`src/rtl/extend_conv.sv`:
```
// Wavefront match extension: walks diagonal k from offset h while reference and
// query characters agree, then reports the extended offset and end-of-tile flag.
module extend_conv #(
  parameter int unsigned MAX_TILE_SIZE         = 64,
  parameter int unsigned LOG_MAX_TILE_SIZE     = 6,
  parameter int unsigned LOG_MAX_WAVEFRONT_LEN = 5,
  parameter int unsigned DATA_WIDTH            = 8,
  parameter int unsigned CHAR_WIDTH            = 2
) (
  input  logic                                 clk,
  input  logic                                 rst,
  input  logic                                 startExtend,
  input  logic [LOG_MAX_TILE_SIZE-1:0]         M_in,
  input  logic [LOG_MAX_WAVEFRONT_LEN+2:0]     M_in_ID,
  input  logic                                 valid_M_in,
  input  logic signed [DATA_WIDTH-1:0]         k,
  input  logic [LOG_MAX_TILE_SIZE-1:0]         ref_len,
  input  logic [LOG_MAX_TILE_SIZE-1:0]         query_len,
  output logic [LOG_MAX_TILE_SIZE-1:0]         ref_addr,
  output logic [LOG_MAX_TILE_SIZE-1:0]         query_addr,
  input  logic [CHAR_WIDTH-1:0]                ref_char,
  input  logic [CHAR_WIDTH-1:0]                query_char,
  output logic [LOG_MAX_TILE_SIZE-1:0]         M_out,
  output logic [LOG_MAX_WAVEFRONT_LEN+2:0]     M_out_ID,
  output logic                                 valid_M_out,
  output logic                                 atEnd,
  output logic                                 doneExtend
);

  localparam int unsigned LW = LOG_MAX_TILE_SIZE;
  localparam int unsigned IW = LOG_MAX_WAVEFRONT_LEN + 3;
  localparam int unsigned VW = DATA_WIDTH + 1;

  typedef enum logic [1:0] {
    S_IDLE    = 2'd0,
    S_CHECK   = 2'd1,
    S_COMPARE = 2'd2,
    S_DONE    = 2'd3
  } state_e;

  state_e                  state_q, state_d;
  logic [LW-1:0]           h_q, h_d;
  logic signed [DATA_WIDTH-1:0] k_q, k_d;
  logic [LW-1:0]           ref_len_q, ref_len_d;
  logic [LW-1:0]           query_len_q, query_len_d;
  logic [IW-1:0]           id_q, id_d;
  logic                    valid_q, valid_d;
  logic [LW-1:0]           m_out_q, m_out_d;
  logic [IW-1:0]           m_out_id_q, m_out_id_d;
  logic                    valid_out_q, valid_out_d;
  logic                    at_end_q, at_end_d;
  logic                    done_q, done_d;
  logic [LW-1:0]           ref_addr_q, ref_addr_d;
  logic [LW-1:0]           query_addr_q, query_addr_d;

  logic signed [VW-1:0]    h_ext_c;
  logic signed [VW-1:0]    k_ext_c;
  logic signed [VW-1:0]    v_c;
  logic [VW-1:0]           v_u_c;
  logic                    v_neg_c;
  logic                    h_ge_c;
  logic                    v_ge_c;
  logic                    in_bounds_c;
  logic                    at_end_c;
  logic                    issue_c;
  logic                    h_can_inc_c;
  logic                    enter_done_c;

  // Query position on the diagonal: v = h - k, one bit wider than k so it cannot overflow.
  always_comb begin
    h_ext_c     = VW'(h_q);
    k_ext_c     = VW'(k_q);
    v_c         = h_ext_c - k_ext_c;
    v_u_c       = v_c;
    v_neg_c     = v_c[VW-1];
    h_ge_c      = (h_q >= ref_len_q);
    v_ge_c      = (v_u_c >= VW'(query_len_q));
    in_bounds_c = valid_q && !v_neg_c && !h_ge_c && !v_ge_c;
    at_end_c    = valid_q && (h_q == ref_len_q) && !v_neg_c && (v_u_c == VW'(query_len_q));
    issue_c     = (state_q == S_CHECK) && in_bounds_c;
    h_can_inc_c = (h_q < ref_len_q) && ((32'(h_q) + 32'd1) < MAX_TILE_SIZE);
  end

  // Addresses are presented during CHECK so the 1-cycle memory returns data in COMPARE.
  assign ref_addr    = issue_c ? h_q : ref_addr_q;
  assign query_addr  = issue_c ? v_u_c[LW-1:0] : query_addr_q;

  assign M_out       = m_out_q;
  assign M_out_ID    = m_out_id_q;
  assign valid_M_out = valid_out_q;
  assign atEnd       = at_end_q;
  assign doneExtend  = done_q;

  always_comb begin
    state_d      = state_q;
    h_d          = h_q;
    k_d          = k_q;
    ref_len_d    = ref_len_q;
    query_len_d  = query_len_q;
    id_d         = id_q;
    valid_d      = valid_q;
    m_out_d      = m_out_q;
    m_out_id_d   = m_out_id_q;
    valid_out_d  = valid_out_q;
    at_end_d     = at_end_q;
    done_d       = 1'b0;
    ref_addr_d   = ref_addr_q;
    query_addr_d = query_addr_q;
    enter_done_c = 1'b0;

    if (issue_c) begin
      ref_addr_d   = h_q;
      query_addr_d = v_u_c[LW-1:0];
    end

    case (state_q)
      S_IDLE: begin
        if (startExtend) begin
          h_d         = M_in;
          k_d         = k;
          ref_len_d   = ref_len;
          query_len_d = query_len;
          id_d        = M_in_ID;
          valid_d     = valid_M_in;
          state_d     = S_CHECK;
        end
      end
      S_CHECK: begin
        if (in_bounds_c) begin
          state_d = S_COMPARE;
        end else begin
          state_d      = S_DONE;
          enter_done_c = 1'b1;
        end
      end
      S_COMPARE: begin
        if (ref_char == query_char) begin
          if (h_can_inc_c) begin
            h_d = h_q + LW'(1);
          end
          state_d = S_CHECK;
        end else begin
          state_d      = S_DONE;
          enter_done_c = 1'b1;
        end
      end
      S_DONE: begin
        state_d = S_IDLE;
      end
      default: begin
        state_d = S_IDLE;
      end
    endcase

    // Results are captured once, on the transition into DONE.
    if (enter_done_c) begin
      done_d = 1'b1;
      if (valid_q) begin
        m_out_d     = h_q;
        m_out_id_d  = id_q;
        valid_out_d = 1'b1;
        at_end_d    = at_end_c;
      end else begin
        m_out_d     = '0;
        m_out_id_d  = '1;
        valid_out_d = 1'b0;
        at_end_d    = 1'b0;
      end
    end
  end

  always_ff @(posedge clk) begin
    if (rst) begin
      state_q      <= S_IDLE;
      h_q          <= '0;
      k_q          <= '0;
      ref_len_q    <= '0;
      query_len_q  <= '0;
      id_q         <= '0;
      valid_q      <= 1'b0;
      m_out_q      <= '0;
      m_out_id_q   <= '0;
      valid_out_q  <= 1'b0;
      at_end_q     <= 1'b0;
      done_q       <= 1'b0;
      ref_addr_q   <= '0;
      query_addr_q <= '0;
    end else begin
      state_q      <= state_d;
      h_q          <= h_d;
      k_q          <= k_d;
      ref_len_q    <= ref_len_d;
      query_len_q  <= query_len_d;
      id_q         <= id_d;
      valid_q      <= valid_d;
      m_out_q      <= m_out_d;
      m_out_id_q   <= m_out_id_d;
      valid_out_q  <= valid_out_d;
      at_end_q     <= at_end_d;
      done_q       <= done_d;
      ref_addr_q   <= ref_addr_d;
      query_addr_q <= query_addr_d;
    end
  end

endmodule

```
`config.mk`:
```
export PLATFORM = sky130hd
export DESIGN_NAME = extend_conv
export DESIGN_NICKNAME = d
export VERILOG_FILES = /design/src/rtl/extend_conv.sv
export SDC_FILE = /design/constraint.sdc
export NUM_CORES = 1
export LEC_CHECK = 0
export CORE_ASPECT_RATIO = 1.5
export CORE_UTILIZATION = 54
export CTS_BUF_LIST = sky130_fd_sc_hd__clkbuf_2
export CTS_CLUSTER_DIAMETER = 50
export DETAILED_ROUTE_END_ITERATION = 12
export GPL_TIMING_DRIVEN = 0
export PLACE_DENSITY = 0.83
export SLEW_MARGIN = 0
export SYNTH_ARGS = -nofsm -noshare
export SYNTH_HDL_FRONTEND = slang
export SYNTH_SLANG_ARGS = --single-unit
export TNS_END_PERCENT = 10
```
`constraint.sdc`:
```
create_clock -name clk -period 5.2 [get_ports clk]
set_input_delay 0.78 -clock clk [delete_from_list [all_inputs] [get_ports clk]]
set_output_delay 0.78 -clock clk [all_outputs]
set_load 0.02 [all_outputs]
```
Word level (Yosys, flattened, before mapping) --
Cells that the tools add are included.
Storage, ports and cells: bits in registers 66, bits in latches 0, memory bits (writable) 0, bits in read-only memories 0, bits of input ports 42, output and inout bits 29, memories 0
Operators by class: add/sub/neg operators 3, $mul 0, div/mod/pow operators 0, magnitude comparators 4, equality and inequality tests 9, shift operators 0, muxes and demuxes 18, bitwise logic cells 0, reduce and logical (&&, ||, !) cells 15
Operator list (number):
- two-way mux 6 bit | 6
- one-hot mux 6 bit (2 select lines) | 1
- equality test 9 x 6 -> 1 bit | 1
- greater-or-equal comparator 9 x 6 -> 1 bit | 1
- subtractor 7 x 8 -> 9 bit | 1
- logical AND 1 bit | 8
- two-way mux 8 bit | 1
- one-hot mux 2 bit (4 select lines) | 1
- adder 6 x 1 -> 7 bit, second input constant | 1
- less-than comparator 7 bit, second input constant | 1
- adder 6 x 1 -> 6 bit, second input constant | 1
- equality test 6 bit | 1
- greater-or-equal comparator 6 bit | 1
- less-than comparator 6 bit | 1
- two-way mux 1 bit | 6
- != test 2 bit, second input constant | 3
- equality test 2 bit, second input constant | 2
- two-way mux 2 bit | 2
- AND reduction 4 bit | 1
- logical NOT 1 bit | 3
- equality test 2 x 1 -> 1 bit, second input constant | 1
- equality test 2 bit | 1
- logical NOT 2 bit | 1
- one-hot mux 1 bit (2 select lines) | 1
- 2 further kinds | 2

Longest topological paths before layout --
depth in word-level cells 8, depth in mapped cells 14, depth with buffers taken out 13

Least setup slack after synthesis --
OpenSTA, ideal clock, no wires.
path type register to output, start point reg h_q[1], end point out query_addr[0], arrival time 3.261 ns, setup slack 1.159 ns, stages on the path, launching flop included 13, path buffers 0, cell sequence dfxtp_1 > ha_1 > nor2b_1 > o31a_1 > or2_4 > a21oi_1 > xnor2_1 > ha_1 > nand4_1 > o22ai_1 > or3_1 > nor3_4 > mux2i_1
On the way: longest elaborated chain between the ends 7, elaborated cells on any way between the ends 11, classes of those cells add/sub: 1; order compare: 2; mux: 1; reduce/logical: 7
Ends and longest elaborated chain:
- from (decl) | line 42 | logic [LW-1:0] h_q, h_d;
- from (signal assigned) | line 175 | h_q <= '0;
- from (signal assigned) | line 190 | h_q <= h_d;
- parallel branches: the longest is 4 deep, another holds subtractor 7 x 8 -> 9 bit
- logical AND 1 bit (*) | line 78 | in_bounds_c = valid_q && !v_neg_c && !h_ge_c && !v_ge_c;
- logical AND 1 bit (*) | line 80 | issue_c = (state_q == S_CHECK) && in_bounds_c;
- two-way mux 6 bit (*)
- to (decl) | line 20 | output logic [LOG_MAX_TILE_SIZE-1:0] query_addr,
Every way passes the cells marked *.

Final worst setup path --
start point reg h_q[1], end point out query_addr[5]
On the way: longest elaborated chain between the ends 7, elaborated cells on any way between the ends 11, classes of those cells add/sub: 1; order compare: 2; mux: 1; reduce/logical: 7
Ends and longest elaborated chain:
- parallel branches: the longest is 6 deep, another holds subtractor 7 x 8 -> 9 bit
- two-way mux 6 bit (*)
Marks and branches as above.

==> flow_summary.rst <==
.. list-table::
   :header-rows: 1

   * - Metric
     - Value
   * - Worst-path fanout max
     - 9
   * - Clock tree from TritonCTS
     - built
   * - Vias
     - around 3.4k
   * - Met1 capacity usage during global routing
     - between 30% and 40%
   * - Post-detailed-routing wire length
     - roughly 9000 microns
   * - Run status
     - complete, no violations
   * - Wire length per cell
     - around 15 microns
   * - Actual slew at the worst max-slew pin
     - 0.703 ns
   * - Unrepaired setup endpoints after global routing
     - no
   * - Crit path top cell by count
     - ha_1
   * - Pre-Repair DR Iteration Count
     - 4
   * - Number of standard-cell rows in the floorplan
     - 36
   * - Count of synthesis-stage warnings from yosys
     - 0
   * - Remaining antenna violation count
     - 0
   * - Syn Inst Count
     - approximately 440
   * - Final period util
     - 95.3%
   * - Count of unique library cells instantiated by Yosys
     - 57
   * - Number of buffers created by CTS
     - 9
   * - Initial standard-cell utilization of the core
     - between 50% and 60%
   * - Residual overflow from global routing
     - 0
   * - Peak-usage layer in the global routing report
     - met2
   * - Post-detail-place hpwl
     - 6740 microns
   * - Synth area leaders
     - dfxtp_1 (36%), nand2_1 (10%), ha_1 (7.6%)
   * - Pwr dens
     - between 300 and 400 nW/um^2
   * - Port Buf Inserts
     - roughly 70
   * - Die extent in x
     - around 69 microns
   * - Critical Path End Type
     - primary output
   * - Proportion of register bits with asynchronous set or reset after synthesis
     - 0%
   * - Final clock skew
     - 0.0383 ns
   * - Fraction of synthesized cell area taken by the top area cell type
     - ~36%
   * - Critical path launch point type
     - flop
   * - Combined global-route utilization of all metal layers
     - between 20% and 30%
   * - Worst endpoint data arrival time
     - 4.18 ns
   * - Number of flip-flops and latches in the synthesized netlist
     - 66
   * - Leakage power figure
     - 1.90 nW
   * - Maximum frequency from static timing analysis
     - 202 MHz
   * - Crit-path leading delay family
     - simple AND/OR/NAND/NOR gates
   * - CP cell instances
     - ha_1 -> nor2b_1 -> o31a_1 -> or2_4 -> a21oi_2 -> xnor2_2 -> ha_1 -> nand4_1 -> o22ai_2 -> or3_4 -> nor3_4 -> mux2_2 -> dlygate4sd2_1
   * - Setup slack on the worst flop-to-flop path
     - roughly 1.6 ns
   * - Pin count of the biggest net entering global routing
     - 13
   * - Stage delay of the slowest cell on the critical path
     - 0.43 ns
   * - Post-layout instance area
     - roughly 4600 sq um
   * - Drt via density
     - 5.67
   * - Number of max-slew violations in the final report
     - 0
   * - Avg Cell Area, Syn
     - 8.19 sq um
   * - Mapped cell area
     - 3630 sq um
   * - Total Negative Setup Slacks
     - 0 ns
   * - EDFF count, synth
     - 0
   * - Violation count after the first detailed-route iteration
     - 210
   * - Worst relative slew slack
     - 53.1%
   * - # nets final
     - 588
   * - Post-synth top flop
     - dfxtp_1
   * - Antenna diode count
     - 0
   * - Routing usage on met3
     - 5.36%
   * - Min-Delay Path Class
     - flop to flop
   * - Fin. Hold Viols
     - 0
   * - Area growth syn-to-layout
     - 26.9%
   * - Setup Buffers After CTS
     - 0
   * - Post-synth top area cell
     - dfxtp_1
   * - DIE AREA
     - between 7000 and 8000 sq um
   * - Height of the die
     - 102 microns
   * - Met2 demand-to-capacity share in global routing
     - about half
   * - Number of global-route vias before repair
     - ~3.3k
   * - Type of the worst setup path
     - flop to primary output
   * - Residual DRC count
     - 0
   * - Share of synthesized area occupied by flip-flops and latches
     - a little over a third
   * - Most frequent cells in the layout
     - nand2_1 (98), dfxtp_1 (63), clkdlybuf4s50_1 (57)
   * - Insertion delay of the later-clocked pin in the worst-skew pair
     - 0.56 ns
   * - Initial antenna violation count
     - 0
   * - Max Cap Violations
     - 0
   * - Worst slack after detailed placement
     - around 0.16 ns
   * - Post-CTS clock slew at the launch and capture registers of the worst setup and hold paths
     - between 0.15 and 0.2 ns
   * - Minimum setup slack in the final design
     - ~0.24 ns
   * - Most frequent standard cell in the layout excluding fill and tap cells
     - nand2_1
   * - Standard cell core area
     - between 6000 and 7000 sq um
   * - Ratio of cells with drive above 1 in the final layout
     - 11.0%
   * - Slowest cell on crit path
     - dfxtp_4
   * - Number of ports placed on the die boundary
     - 71
   * - Clock tree root buffer cell
     - clkbuf_2
   * - Synthesized Nets
     - about 510
   * - Clock period minus final worst setup slack
     - just under 5 ns
   * - Maximum vdd ir drop
     - approximately 230 uV
   * - CP Buf/Inv Count
     - 1
   * - Global placement routability congestion
     - 0.881
   * - Final setup violating endpoints
     - 0
   * - CP Data Required Time
     - 4.42 ns
   * - Longest Clk Path Bufs
     - 2
   * - DP Area
     - ~4400 sq um
   * - Number of clock sinks
     - 66
   * - Level count of the clock H-tree
     - 3
   * - Global-route wire length before repair
     - roughly 14000 microns
per-layer routing:
metal	part of all wire (%)	up-vias
met4	4.0	0
met2	52	77
met5	0	-
met1	41	1596
li1	-	1717
met3	3.3	32
what timing repair did:
action,in CTS,in global routing
gates resized for setup,16,8
endpoints found under the setup margin,12,11
hold buffers,0,0
cloned,0,0
cell usage after synthesis (3+ instances only):
master    count
nor2b_1       3
ha_1         22
o22ai_1       3
nand3_1      11
mux2i_1       8
a211oi_1      3
a31oi_1      10
o21ai_0       5
o31ai_2       9
xor2_1        3
nor2_1       10
nand2_1      98
buf_6         3
a21oi_1      53
inv_1        33
a221o_1       8
clkbuf_1     19
dfxtp_1      66
a21bo_2       5
nand2b_1      6
nand4_1      14
buf_1         3
sequential cells by signal, indices dropped and copies added (netlist names), 6 cells and up:
| signal | cells |
|---|---|
| k_q | 8 |
| id_q | 8 |
| ref_len_q | 6 |
| query_len_q | 6 |
| ref_addr_q | 6 |
| query_addr_q | 6 |
| M_out | 6 |
| M_out_ID | 8 |
| h_q | 6 |
through the flow:
step | util, % | hold slack, ns | total power [mW] | cells
after global routing | 71.0 | 0.491 | 1.69 | 604
after floorplan | - | 0.436 | 1.02 | 443
final | 71.0 | 0.467 | 1.59 | 604
after CTS | 70.6 | 0.470 | 1.58 | 604
after global placement | 68.1 | 0.443 | 1.18 | 588
after detailed placement | 68.1 | 0.447 | 1.20 | 588
cell families (layout without fill, tap and decap cells):
| logic type | Yosys count | in the layout | synth area share [%] |
|---|---|---|---|
| xor gates and xnor gates | 5 | 5 | 1.21 |
| buffers and inverters | 63 | 148 | 7.41 |
| and+or+nand+nor | 156 | 156 | 20.0 |
| DFF | 66 | 66 | 36.4 |
| adders and majority gates | 23 | 23 | 8.14 |
| AOI/OAI and AO/OA | 119 | 119 | 23.7 |
| muxes | 11 | 11 | 3.14 |
layout make-up:
cell class / count / area [sq um]
plain buffers: 29 / 145
clock buffers: 9 / 45.0
clock inverters: 7 / 93.8
fillers: 543 / 1880
inverters: 34 / 128
multi-input cells: 314 / 2070
flip-flops and latches: 66 / 1330
well taps: 76 / 95.1
repair buffers: 69 / 698
where the power goes:
part	leakage, nW	internal (mW)	switching, mW
Combinational	1.28	0.251	0.395
Sequential	0.540	0.546	0.0380
Clock	0.0795	0.158	0.202
worst reg2reg max path: stages (launching register included):
cell,delay [ns]
dfxtp_4,0.43
ha_1,0.29
nor2b_1,0.14
o31a_1,0.29
or2_4,0.28
a21oi_2,0.18
xnor2_2,0.17
ha_1,0.29
nand4_1,0.11
o22ai_2,0.13
nor4_4,0.50
a21o_1,0.20
buf_4,0.20
mux2_1,0.35
path summary, 6_finish.rpt:
check,to,from,depth (start not counted)
worst max-delay path,query_addr[5],h_q[1],13
worst min-delay path,k_q[4],k_q[4],2
worst max register to register,valid_M_out,h_q[1],13
worst min register to register,k_q[4],k_q[4],2
(Power assumes the default switching activity.)
==> patch: new RTL, same flow settings <==
Register the outputs `ref_addr` and `query_addr`, cleared by the reset; this adds one clock of latency there. The other outputs are not delayed to match.
--- a/src/rtl/extend_conv.sv
+++ b/src/rtl/extend_conv.sv
@@ -83,6 +83,13 @@
 
   // Addresses are presented during CHECK so the 1-cycle memory returns data in COMPARE.
-  assign ref_addr    = issue_c ? h_q : ref_addr_q;
-  assign query_addr  = issue_c ? v_u_c[LW-1:0] : query_addr_q;
+  always_ff @(posedge clk) begin
+    if (rst) begin
+      ref_addr   <= '0;
+      query_addr <= '0;
+    end else begin
+      ref_addr   <= issue_c ? h_q : ref_addr_q;
+      query_addr <= issue_c ? v_u_c[LW-1:0] : query_addr_q;
+    end
+  end
 
   assign M_out       = m_out_q;
Function: changed (Yosys sat finds a counterexample within 4 cycles, from zero or initial values and one cycle with rst high).
==> patch against the original RTL <==
Via count is 7.0% lower. Area after synthesis fell by 7.6%. Critical path depth up 2. Worst setup slack better by 1.3 ns. Core utilization is 1.4 points higher. Sequential cell count unchanged. Global-route usage decreased by 0.28 points. Synthesized cell count fell by 6.3%. Design area down 7.0%. Maximum frequency is 36% higher. Power shrank 10%. Routed wire length fell by 6.2%. Critical endpoint is now ref_addr_q[5]. Highest routed layer unchanged.
==> patch: results (changes against the original RTL) <==
| Metric | Value |
|---|---|
| Outcome | completed |
| Number of DRC markers in iteration 0 | 213 (+1.4%) |
| Via density | 5.55 (-2.0%) |
| Htree depth | 3 (unchanged) |
| Setup WS post-layout | 1.55 ns (+1.31 ns) |
| Diodes inserted | 0 (unchanged) |
| Register area share after synthesis | 0.394 (+0.0299) |
| Main flop type after synthesis | dfxtp_1 |
| Area contributors post-synth | dfxtp_1, nand2_1, a21oi_1, ha_1, mux2i_1 |
| Wl on met1 | 3280 um (-9.7%) |
| Placed Instances | 557 (-5.3%) |
| Core region area | 0.00591 mm2 (-8.8%) |
| Async S/R FF share, synth | 0 (unchanged) |
| Global-route wire length before repair | 13700 um (-5.1%) |
| Final HPWL DP | 6210 um (-7.9%) |
| Syn Nets | 480 (-5.5%) |
| DR WL met3 | 409 um (+41%) |
| Post-cts sizing count | 0 (-16) |
| Worst skew pair latency | 0.53 ns (-0.03 ns) |
| Slew HR | 0.503 (-0.0286) |
| Final GP Congestion | 0.960 (+8.9%) |
| Crit path max fanout | 10 (+1) |
| DP Area | 0.00415 mm2 (-6.1%) |
| Global-route usage over all layers | 0.275 (-0.00281) |
| WL final | 8290 um (-6.2%) |
| Distinct cells, synth | 48 (-16%) |
| IO buf count | 70 (+1.4%) |
| Post-Syn Instances | 415 (-6.3%) |
| Root Buffer Master | clkbuf_2 |
| Crit path DAT | 4.11 ns (-0.07 ns) |
| CP max stage cell | dfxtp_1 |
| Vias in the first global route | 3052 (-6.9%) |
| Drt pass-1 iters | 4 (unchanged) |
| Leakage | 1.64 nW (-14%) |
| Ratio of cells with drive above 1 in the final layout | 0.0639 (-0.0460) |
| Met2 wire len | 4310 um (-5.5%) |
| Post-CTS setup buffer count | 0 (unchanged) |
| Fin cells | 573 (-5.1%) |
| Skew final | 0.0332 ns (-0.00508 ns) |
| Post-synth top cells | nand2_1, dfxtp_1, a21oi_1 |
| Family with the most delay on the worst path | adder cells |
| Initial antenna violation count | 0 (unchanged) |
| Peak VDD IR | 0.226 mV (-1.7%) |
| Post-Place Worst Slack | 1.66 ns (+1.51 ns) |
-- patch: cell types whose count changed in the layout (fill, tap and decap cells not counted), sizes merged, moves of 9 or more --
cell	change
nand4	-11
o31ai	-10
clkdlybuf4s50	+13
o21ai	+16
nand3	+10
mux2i	+9
-- patch: kinds of logic (layout without fill, tap and decap cells) --
family / Yosys count / in the layout / share of synthesized area
xor gates and xnor gates: 5 / 5 / 0.0131
muxes: 18 / 18 / 0.0541
and+or+nand+nor: 138 / 138 / 0.179
buffers and inverters: 51 / 137 / 0.0612
AOI/OAI and AO/OA: 114 / 114 / 0.210
DFF: 66 / 66 / 0.394
adders and majority gates: 23 / 23 / 0.0880
-- patch: layer usage --
metal,global-route usage,vias to the layer above
li1,-,1592
met1,0.309,1470
met2,0.480,95
met3,0.0498,24
met4,0.147,0
met5,0,-
-- patch: area by class of cell --
type / instances / area (um2)
multi-input combinational: 298 / 1830
fill: 472 / 1630
sequential: 66 / 1320
timing repair buffer: 70 / 701
inverter: 28 / 105
buffer: 23 / 100
clock inverter: 7 / 93.8
tap: 72 / 90.1
clock buffer: 9 / 45.0
-- patch: power by group --
group,internal [mW],total (mW),leakage [nW],switching [mW]
Clock,0.158,0.352,0.0795,0.194
Sequential,0.545,0.580,0.538,0.0356
Combinational,0.213,0.497,1.02,0.283
Total,0.916,1.43,1.64,0.513
-- patch: worst paths after layout --
check	from	end	slack (ns)	cells after the start
max	h_q[0]	ref_addr_q[5]	1.55	15
min	id_q[4]	id_q[4]	0.47	2
max reg2reg	h_q[0]	ref_addr_q[5]	1.55	15
min reg2reg	id_q[4]	id_q[4]	0.47	2
-- patch: tightest hold or removal path, stage by stage, from the launching register on --
cell and delay, ns:
dfxtp_1 0.34, nand2_1 0.05, a21oi_1 0.05
